$ cat config.mk
export PLATFORM = sky130hd
export DESIGN_NAME = mem_arbiter
export DESIGN_NICKNAME = d
export VERILOG_FILES = /design/src/rtl/mem_arbiter.sv
export SDC_FILE = /design/constraint.sdc
export NUM_CORES = 1
export LEC_CHECK = 0
export CORE_MARGIN = 2
export CORE_UTILIZATION = 25
export DETAILED_ROUTE_END_ITERATION = 12
export SLEW_MARGIN = 20
export SYNTH_ARGS = -nofsm -noshare
export SYNTH_HDL_FRONTEND = slang
export SYNTH_SLANG_ARGS = --single-unit
$ cat constraint.sdc
create_clock -name clk -period 3.22 [get_ports clk]
set_input_delay 0.644 -clock clk [delete_from_list [all_inputs] [get_ports clk]]
set_output_delay 0.644 -clock clk [all_outputs]
set_load 0.05 [all_outputs]
$ cat src/rtl/mem_arbiter.sv
// Shares one single-ported memory between the fetch port and the data port.
// Data accesses win over fetches; each access runs IDLE -> BUSY -> DONE.
module mem_arbiter #(
  parameter int ADDR_W = 32,
  parameter int DATA_W = 32
) (
  input  logic              clk,
  input  logic              reset,
  input  logic              ifReq,
  input  logic [ADDR_W-1:0] ifAddr,
  output logic [DATA_W-1:0] ifData,
  output logic              ifValid,
  output logic              ifStall,
  input  logic              dReq,
  input  logic              dWrite,
  input  logic [ADDR_W-1:0] dAddr,
  input  logic [DATA_W-1:0] dWData,
  output logic [DATA_W-1:0] dRData,
  output logic              dValid,
  output logic              dStall,
  output logic              memReq,
  output logic              memWe,
  output logic [ADDR_W-1:0] memAddr,
  output logic [DATA_W-1:0] memWData,
  input  logic              memReady,
  input  logic [DATA_W-1:0] memRData
);

  typedef enum logic [1:0] {IDLE, BUSY_I, BUSY_D, DONE} state_t;

  state_t            state_reg, state_next;
  logic              mem_req_reg, mem_req_next;
  logic              mem_we_reg, mem_we_next;
  logic [ADDR_W-1:0] mem_addr_reg, mem_addr_next;
  logic [DATA_W-1:0] mem_wdata_reg, mem_wdata_next;
  logic [DATA_W-1:0] if_data_reg, if_data_next;
  logic [DATA_W-1:0] d_rdata_reg, d_rdata_next;
  logic              if_valid_reg, if_valid_next;
  logic              d_valid_reg, d_valid_next;

  always_ff @(posedge clk) begin
    if (reset) begin
      state_reg     <= IDLE;
      mem_req_reg   <= 1'b0;
      mem_we_reg    <= 1'b0;
      mem_addr_reg  <= '0;
      mem_wdata_reg <= '0;
      if_data_reg   <= '0;
      d_rdata_reg   <= '0;
      if_valid_reg  <= 1'b0;
      d_valid_reg   <= 1'b0;
    end else begin
      state_reg     <= state_next;
      mem_req_reg   <= mem_req_next;
      mem_we_reg    <= mem_we_next;
      mem_addr_reg  <= mem_addr_next;
      mem_wdata_reg <= mem_wdata_next;
      if_data_reg   <= if_data_next;
      d_rdata_reg   <= d_rdata_next;
      if_valid_reg  <= if_valid_next;
      d_valid_reg   <= d_valid_next;
    end
  end

  always_comb begin
    state_next     = state_reg;
    mem_req_next   = mem_req_reg;
    mem_we_next    = mem_we_reg;
    mem_addr_next  = mem_addr_reg;
    mem_wdata_next = mem_wdata_reg;
    if_data_next   = if_data_reg;
    d_rdata_next   = d_rdata_reg;
    if_valid_next  = 1'b0;
    d_valid_next   = 1'b0;

    case (state_reg)
      IDLE: begin
        // The MEM-stage access is older than the fetch, so it goes first.
        if (dReq) begin
          mem_addr_next  = dAddr;
          mem_we_next    = dWrite;
          mem_wdata_next = dWData;
          mem_req_next   = 1'b1;
          state_next     = BUSY_D;
        end else if (ifReq) begin
          mem_addr_next = ifAddr;
          mem_we_next   = 1'b0;
          mem_req_next  = 1'b1;
          state_next    = BUSY_I;
        end
      end
      BUSY_I: begin
        if (memReady) begin
          mem_req_next  = 1'b0;
          if_data_next  = memRData;
          if_valid_next = 1'b1;
          state_next    = DONE;
        end
      end
      BUSY_D: begin
        if (memReady) begin
          mem_req_next = 1'b0;
          if (!mem_we_reg) begin
            d_rdata_next = memRData;
          end
          d_valid_next = 1'b1;
          state_next   = DONE;
        end
      end
      DONE: begin
        // Requester still shows the finished request here; do not re-arbitrate.
        state_next = IDLE;
      end
      default: begin
        state_next = IDLE;
      end
    endcase
  end

  assign memReq   = mem_req_reg;
  assign memWe    = mem_we_reg;
  assign memAddr  = mem_addr_reg;
  assign memWData = mem_wdata_reg;
  assign ifData   = if_data_reg;
  assign dRData   = d_rdata_reg;
  assign ifValid  = if_valid_reg;
  assign dValid   = d_valid_reg;
  assign ifStall  = ifReq & ~if_valid_reg;
  assign dStall   = dReq & ~d_valid_reg;

endmodule
# ---- Word level (Yosys, flattened, before mapping)
# Index checks and enable logic that the tools add are counted.
dict set report op_classes {
  reduce_logical 12
  muxes 13
  n_eq_ne 5
  bitwise_logic 7
}
# op count
set op_table {}
lappend op_table {{$mux W32} 2}
lappend op_table {{$reduce_and A2 Y1} 4}
lappend op_table {{$mux W1} 6}
lappend op_table {{$mux W2} 3}
lappend op_table {{$pmux W2 S3} 1}
lappend op_table {{$reduce_and A3 Y1} 2}
lappend op_table {{$reduce_or A2 Y1} 3}
lappend op_table {{$not A1 Y1} 5}
lappend op_table {{$eq A2 B2 Y1 const B} 2}
lappend op_table {{$reduce_bool A2 Y1} 2}
lappend op_table {{$ne A3 B3 Y1 const B} 1}
lappend op_table {{$and A1 B1 Y1} 2}
lappend op_table {{$eq A2 B1 Y1 const B} 1}
lappend op_table {{$logic_not A2 Y1} 1}
lappend op_table {{$ne A2 B1 Y1 const B} 1}
lappend op_table {{$pmux W1 S2} 1}
dict set report word_totals {
  output_inout_bits 134
  register_bits 134
}

# ---- Longest topological paths before layout
# Gate-level depths: netlist of run 1.
dict set report logic_depth {
  ltp_word 4
  depth_mapped 7
  depth_no_buf 5
}

# ---- Worst setup path before layout of run 1
# Ideal clock, no wire load.
dict set report synth_path {
  kind {input to output}
  startpoint {in dReq}
  endpoint {out dStall}
  slack_ps 879
  path_buffers 2
  arrival_time_ps 1697
  stages 3
  path_cell_list {buf_4 -> buf_8 -> nor2b_1}
}
dict set report synth_via {
  elab_chain_len 1
}
# item line
set synth_rtl {}
lappend synth_rtl {{from (decl)} 14} ;# input logic dReq,
lappend synth_rtl {{$and A1 B1 Y1} 129} ;# assign dStall = dReq & ~d_valid_reg;
lappend synth_rtl {{to (decl)} 20} ;# output logic dStall,
# Every way passes these cells.

# ---- Final worst setup path of run 1
# Ends and elaborated chain as after synthesis.

==> qor.yml, run 1 <==
detailed_routing:
  drtIter0Drc: 169
  antenna_left: 0
  drt_first_pass_iters: 4
  avgRoutedWirePerCell_um: 14.0
  drc: 0
  vias: 4792
  routed_wl_mm: 15.9
  routed_via_density: 4.23
sta:
  tns_ns: 0
  worstMarginPinSlew_ns: 0.595
  fin_crit_sh: 0.733
  finalMaxSlewViolations: 0
  setup_slack_ns: 0.861
  setup_violations: 0
  relSlewSlack: 0.602
  fin_hold_ws_ns: 0.452
  fmax_mhz: 424
  rsz0062_at_grt: "false"
  fin_crit_ns: 2.36
  final-hold-violation-count: 0
  fin_worst_skew_ns: 0.0123
final_layout:
  area_growth_pct: 67.5
  antenna-diode-count: 0
  nets: 987
  drive_gt1_frac: 0.0661
  fin_util: 0.425
  regArea_mm2: 0.00268
  multiInputGateArea_mm2: 0.00216
  nFillCells: 2050
synth:
  yosysTopAreaCellShare: 0.526
  synth_async_sr_flop_share: 0
  ys_top_cells_by_count: "nand2_1, dfxtp_1, a21oi_1"
  synth_area_leaders: "dfxtp_1, nand2_1, a21oi_1, mux2i_1, a211oi_1"
  yosys_warnings: 0
  syn_area_per_cell_um2: 8.51
  synth_top_cell_by_area: "dfxtp_1"
  ys_types: 23
  synth_edf_count: 0
  synth_seq_cells: 134
  synth_flop_cell: "dfxtp_1"
  syn_inst: 599
  synth_most_common_cell: "nand2_1"
  syn-num-nets: 737
  synth_area_mm2: 0.00510
  ys_seq_area_frac: 0.526
setup_path:
  crit_chain: "buf_2 > nor2b_1 > clkdlybuf4s50_1"
  critPathArrivalTime_ns: 1.72
  cp_slowest_cell: "clkdlybuf4s50_1"
  crit_path_start_kind: "input pin"
  cpPeakStageDelay_ns: 0.84
  critPathCaptureType: "primary output"
  crit_required_ns: 2.58
  cp_max_fo: 2
  critical_path_class: "in2out"
  reg2reg_slack_ns: 1.40
clock_network:
  cts_made_buffers: 17
  cts.sinks: 134
  clk_pin_slew_ns: 0.06
  cts_root_buf: "clkbuf_16"
  post_cts_buffers: 0
  cts_hold_buf: 0
  ctsResizeCount: 0
  clkLatencyLatePin_ns: 0.41
  htreeDepth: 4
  cts_tree: "built"
  clock_path_buffers: 2
grt:
  grtUsageTotal: 0.148
  grt_pass1_vias: 4552
  grt_pass1_wl_mm: 25.4
  grt_antenna_before_repair: 0
  grt_overflow: 0
  grt_max_degree: 76
place:
  dp_slack_ns: 0.731
  hpwlAfterDp_mm: 11.3
  portBuffers: 267
  gp_congestion: 0.736
power:
  total_power_uw: 7040
  power_density_mw_per_mm2: 824
  irDropWorstVdd_v: 0.000372
  leakagePower_uw: 0.00312
die:
  core_area_mm2: 0.0201
  start_util: 0.254
  die_w_um: 147
  io_pins: 268
  placementRows: 52
  fp.dieArea_mm2: 0.0216
  fp.dieH_um: 147
status:
  status: "finished clean"
worst_hold_path:
  worst_hold_path_type: "reg2reg"
flow_run:
  cap_violations: 0
## worst max-delay path: cells and delay by family
| kind | cells | cell delay, ns |
|---|---|---|
| buf+inv | 2 | 0.93 |
| simple gates | 1 | 0.13 |
## stage by stage
stage	cell area, um^2	cells
after floorplan	5100	599
after global placement	7960	1100
after detailed placement	7960	1100
after CTS	8540	1132
after global routing	8540	1132
final	8540	1132
## worst paths after layout
kind / cells past startpoint / start / endpoint
worst max register to register: 6 / state_reg[0] / memAddr[1]
worst min-delay path: 2 / memWData[0] / memWData[0]
worst min register to register: 2 / memWData[0] / memWData[0]
worst max-delay path: 3 / dReq / dStall
## routing by layer
layer	GRT usage	up-vias	wire (um)
met5	0	-	0
met4	0.0403	0	138
met3	0.0575	8	1370
met2	0.235	168	7350
met1	0.189	2135	7010
li1	-	2481	-
## cell type report
class,count,area share
Tap cell,270,0.0396
Clock inverter,12,0.0151
Inverter,2,0.000879
Clock buffer,20,0.0535
Timing Repair Buffer,278,0.324
Multi-Input combinational cell,416,0.253
Sequential cell,134,0.314
## kinds of logic after synthesis
| family | after synthesis | share of synthesized area |
|---|---|---|
| AO/OA/AOI/OAI | 134 | 0.160 |
| adder cells (fa/ha/maj) | 4 | 0.00982 |
| buffers and inverters | 49 | 0.0510 |
| flip-flops | 134 | 0.526 |
| multiplexers | 35 | 0.0690 |
| AND/OR/NAND/NOR | 243 | 0.184 |
## cell usage in the layout (no fill, tap or decap), drive strengths merged, types with 2 or more instances in the layout
| cell | synthesis | final |
|---|---|---|
| nor2b | 2 | 2 |
| bufinv | 0 | 2 |
| nand2 | 196 | 196 |
| clkdlybuf4s50 | 0 | 264 |
| and2 | 2 | 2 |
| clkinv | 0 | 7 |
| a21oi | 98 | 98 |
| ha | 4 | 4 |
| mux2i | 34 | 34 |
| inv | 2 | 2 |
| clkbuf | 12 | 20 |
| nor2 | 38 | 38 |
| dfxtp | 134 | 134 |
| buf | 35 | 14 |
| nand2b | 3 | 3 |
| clkinvlp | 0 | 3 |
| a211oi | 33 | 33 |
## where the power goes
| part | leakage (uW) | total, uW | internal, uW | switching, uW |
|---|---|---|---|---|
| clock | 0.000282 | 1890 | 1180 | 717 |
| combinational | 0.00174 | 2970 | 1010 | 1960 |
| sequential | 0.00110 | 2170 | 2000 | 168 |
Note: power is estimated with default switching activity, not from simulation.
==> run 2: changes to the inputs <==
==> constraint.sdc (replaced) <==
create_clock -name clk -period 1.9 [get_ports clk]
set_input_delay 0.38 -clock clk [delete_from_list [all_inputs] [get_ports clk]]
set_output_delay 0.38 -clock clk [all_outputs]
set_load 0.05 [all_outputs]
==> run 2 against run 1 <==
Highest routed layer unchanged. Critical path type unchanged. Core utilization is 0.54 points lower. Worst hold slack got worse by 0.054 ns. First-iteration DRC count grew 30%. Final cell count is the same. Clock power increased by 78%. Critical endpoint is now ifStall. Power increased by 69%. Setup slack lost 0.70 ns. Cell area is 1.3% lower. Largest power group unchanged. Clock skew shrank 0.0043 ns. Wire length shrank 1.3%.
==> qor.yml, run 2 (synthesis gave the netlist of run 1 again) <==
status:
  status: "finished clean"
sta:
  setup_slack_ns: 0.156  # -0.704 ns
  worstMarginPinSlew_ns: 0.534  # -0.0615 ns
  relSlewSlack: 0.646  # +0.0434
  fin_crit_sh: 0.918
  finalMaxSlewViolations: 0  # unchanged
  fin_worst_skew_ns: 0.00793  # -0.00434 ns
  rsz0062_at_grt: "false"
  setup_violations: 0  # unchanged
  fin_crit_ns: 1.74
  tns_ns: 0  # unchanged
  fmax_mhz: 574
  final-hold-violation-count: 0  # unchanged
power:
  irDropWorstVdd_v: 0.000618  # +66%
  leakagePower_uw: 0.00357  # +14%
  power_density_mw_per_mm2: 1410  # +71%
die:
  core_area_mm2: 0.0201  # unchanged
  start_util: 0.254  # unchanged
  placementRows: 52  # unchanged
  die_w_um: 147  # unchanged
  io_pins: 268  # unchanged
  fp.dieArea_mm2: 0.0216  # unchanged
  fp.dieH_um: 147  # unchanged
final_layout:
  nFillCells: 2049  # -0.049%
  nets: 987  # unchanged
  layout_common_cells: "nand2_1, dfxtp_1, clkdlybuf4s50_1"
  drive_gt1_frac: 0.135  # +0.0684
  antenna-diode-count: 0  # unchanged
  layout.cells.non_filler: 1132  # unchanged
  area_growth_pct: 65.4
  layout_commonest_cell: "nand2_1"
  stdcell_area_mm2: 0.00843  # -1.3%
detailed_routing:
  drc: 0  # unchanged
  drt_first_pass_iters: 4  # unchanged
  antenna_left: 0  # unchanged
  vias: 4890  # +2.0%
  avgRoutedWirePerCell_um: 13.8  # -1.3%
  routed_wl_mm: 15.7  # -1.3%
  routed_via_density: 4.32  # +2.0%
  drtIter0Drc: 219  # +30%
place:
  portBuffers: 267  # unchanged
  dpl-instance-area_mm2: 0.00792  # -0.44%
  dp.cells: 1100  # unchanged
  dp_slack_ns: 0.111  # -0.620 ns
  gp_congestion: 0.754  # +2.5%
  hpwlAfterDp_mm: 10.9  # -3.4%
clock_network:
  htreeDepth: 4  # unchanged
  cts_made_buffers: 17  # unchanged
  clkLatencyLatePin_ns: 0.42  # about the same
  cts_tree: "built"
  cts_root_buf: "clkbuf_16"
  cts.sinks: 134  # unchanged
  clk_pin_slew_ns: 0.06  # about the same
  cts_hold_buf: 0  # unchanged
  clock_path_buffers: 2  # unchanged
setup_path:
  cp_slowest_cell: "clkdlybuf4s50_1"
  crit_path_start_kind: "input pin"
  cp_max_fo: 3  # +1
  critical_path_class: "in2out"
  crit_chain: "clkdlybuf4s50_1 > nor2b_1 > buf_12"
  critPathArrivalTime_ns: 1.36  # -0.36 ns
  crit_required_ns: 1.52  # -1.06 ns
  critPathCaptureType: "primary output"
  crit_buf_inv: 2  # unchanged
  cpPeakStageDelay_ns: 0.57  # -0.27 ns
  crit_family: "buffers and inverters"
grt:
  grt_max_degree: 56  # -26%
  grt_pass1_wl_mm: 25.1  # -1.1%
  grt_pass1_vias: 4699  # +3.2%
  grt_overflow: 0  # unchanged
  grtUsageTotal: 0.148  # -0.000694
  grt_antenna_before_repair: 0  # unchanged
worst_hold_path:
  worst_hold_path_type: "in2reg"
flow_run:
  cap_violations: 0  # unchanged
run 2: cell types whose count changed in the layout (fill, tap and decap cells not counted), moves of 2 or more:
| cell | before | now |
|---|---|---|
| clkinvlp_4 | 3 | 6 |
| buf_12 | 2 | 11 |
| buf_4 | 11 | 61 |
| inv_6 | 0 | 3 |
| clkinv_2 | 4 | 1 |
| dlygate4sd2_1 | 0 | 74 |
| clkdlybuf4s50_1 | 264 | 131 |
| clkbuf_8 | 2 | 0 |
| clkinv_4 | 3 | 1 |
run 2: final cells by class:
class	instances	area (um^2)	share of cell area
clock inverters	14	175	0.0208
flip-flops and latches	134	2680	0.318
inverters	2	7.51	0.000890
well taps	270	338	0.0401
multi-input cells	416	2160	0.256
clock buffers	18	429	0.0509
repair buffers	278	2640	0.313
run 2: power breakdown:
part	switching (uW)	leakage [uW]	total (uW)	internal [uW]
Combinational	3330	0.00220	4830	1510
Sequential	291	0.00110	3690	3400
Clock	1300	0.000276	3370	2070
run 2: repair_timing:
action                                  4_1_cts  5_1_grt
setup buffers                                 0        0
endpoints found under the setup margin       74        0
resized for setup                            74        0
run 2: path summary, 6_finish.rpt:
path / end / cells after the start / startpoint / slack [ns]
worst max-delay path: ifStall / 3 / ifReq / 0.16
worst min-delay path: dValid / 2 / reset / 0.40
worst max register to register: state_reg[1] / 5 / state_reg[0] / 0.35
worst min register to register: memWData[0] / 2 / memWData[0] / 0.45
run 2: layer usage:
layer | GRT usage | vias to the layer above | routed length [um]
li1 | - | 2490 | -
met1 | 0.182 | 2195 | 6930
met2 | 0.234 | 183 | 7130
met3 | 0.0602 | 22 | 1350
met4 | 0.0515 | 0 | 252
met5 | 0 | - | 0
run 2: stage by stage:
| step | hold WS, ns | util | total power (uW) |
|---|---|---|---|
| 2_1_floorplan | 0.466 | - | 7050 |
| 3_3_place_gp | 0.441 | 0.394 | 8810 |
| 3_5_place_dp | 0.446 | 0.394 | 8840 |
| 4_1_cts | 0.375 | 0.419 | 12100 |
| 5_1_grt | 0.411 | 0.419 | 12500 |
| 6_report | 0.398 | 0.419 | 11900 |
==> run 3: changes to the inputs <==
--- a/config.mk
+++ b/config.mk
@@ -12,3 +12,4 @@
 export SYNTH_ARGS = -nofsm -noshare
 export SYNTH_HDL_FRONTEND = slang
 export SYNTH_SLANG_ARGS = --single-unit
+export TNS_END_PERCENT = 20
==> results of run 3 <==
Final layout, timing and power as in run 2 (identical DEF).
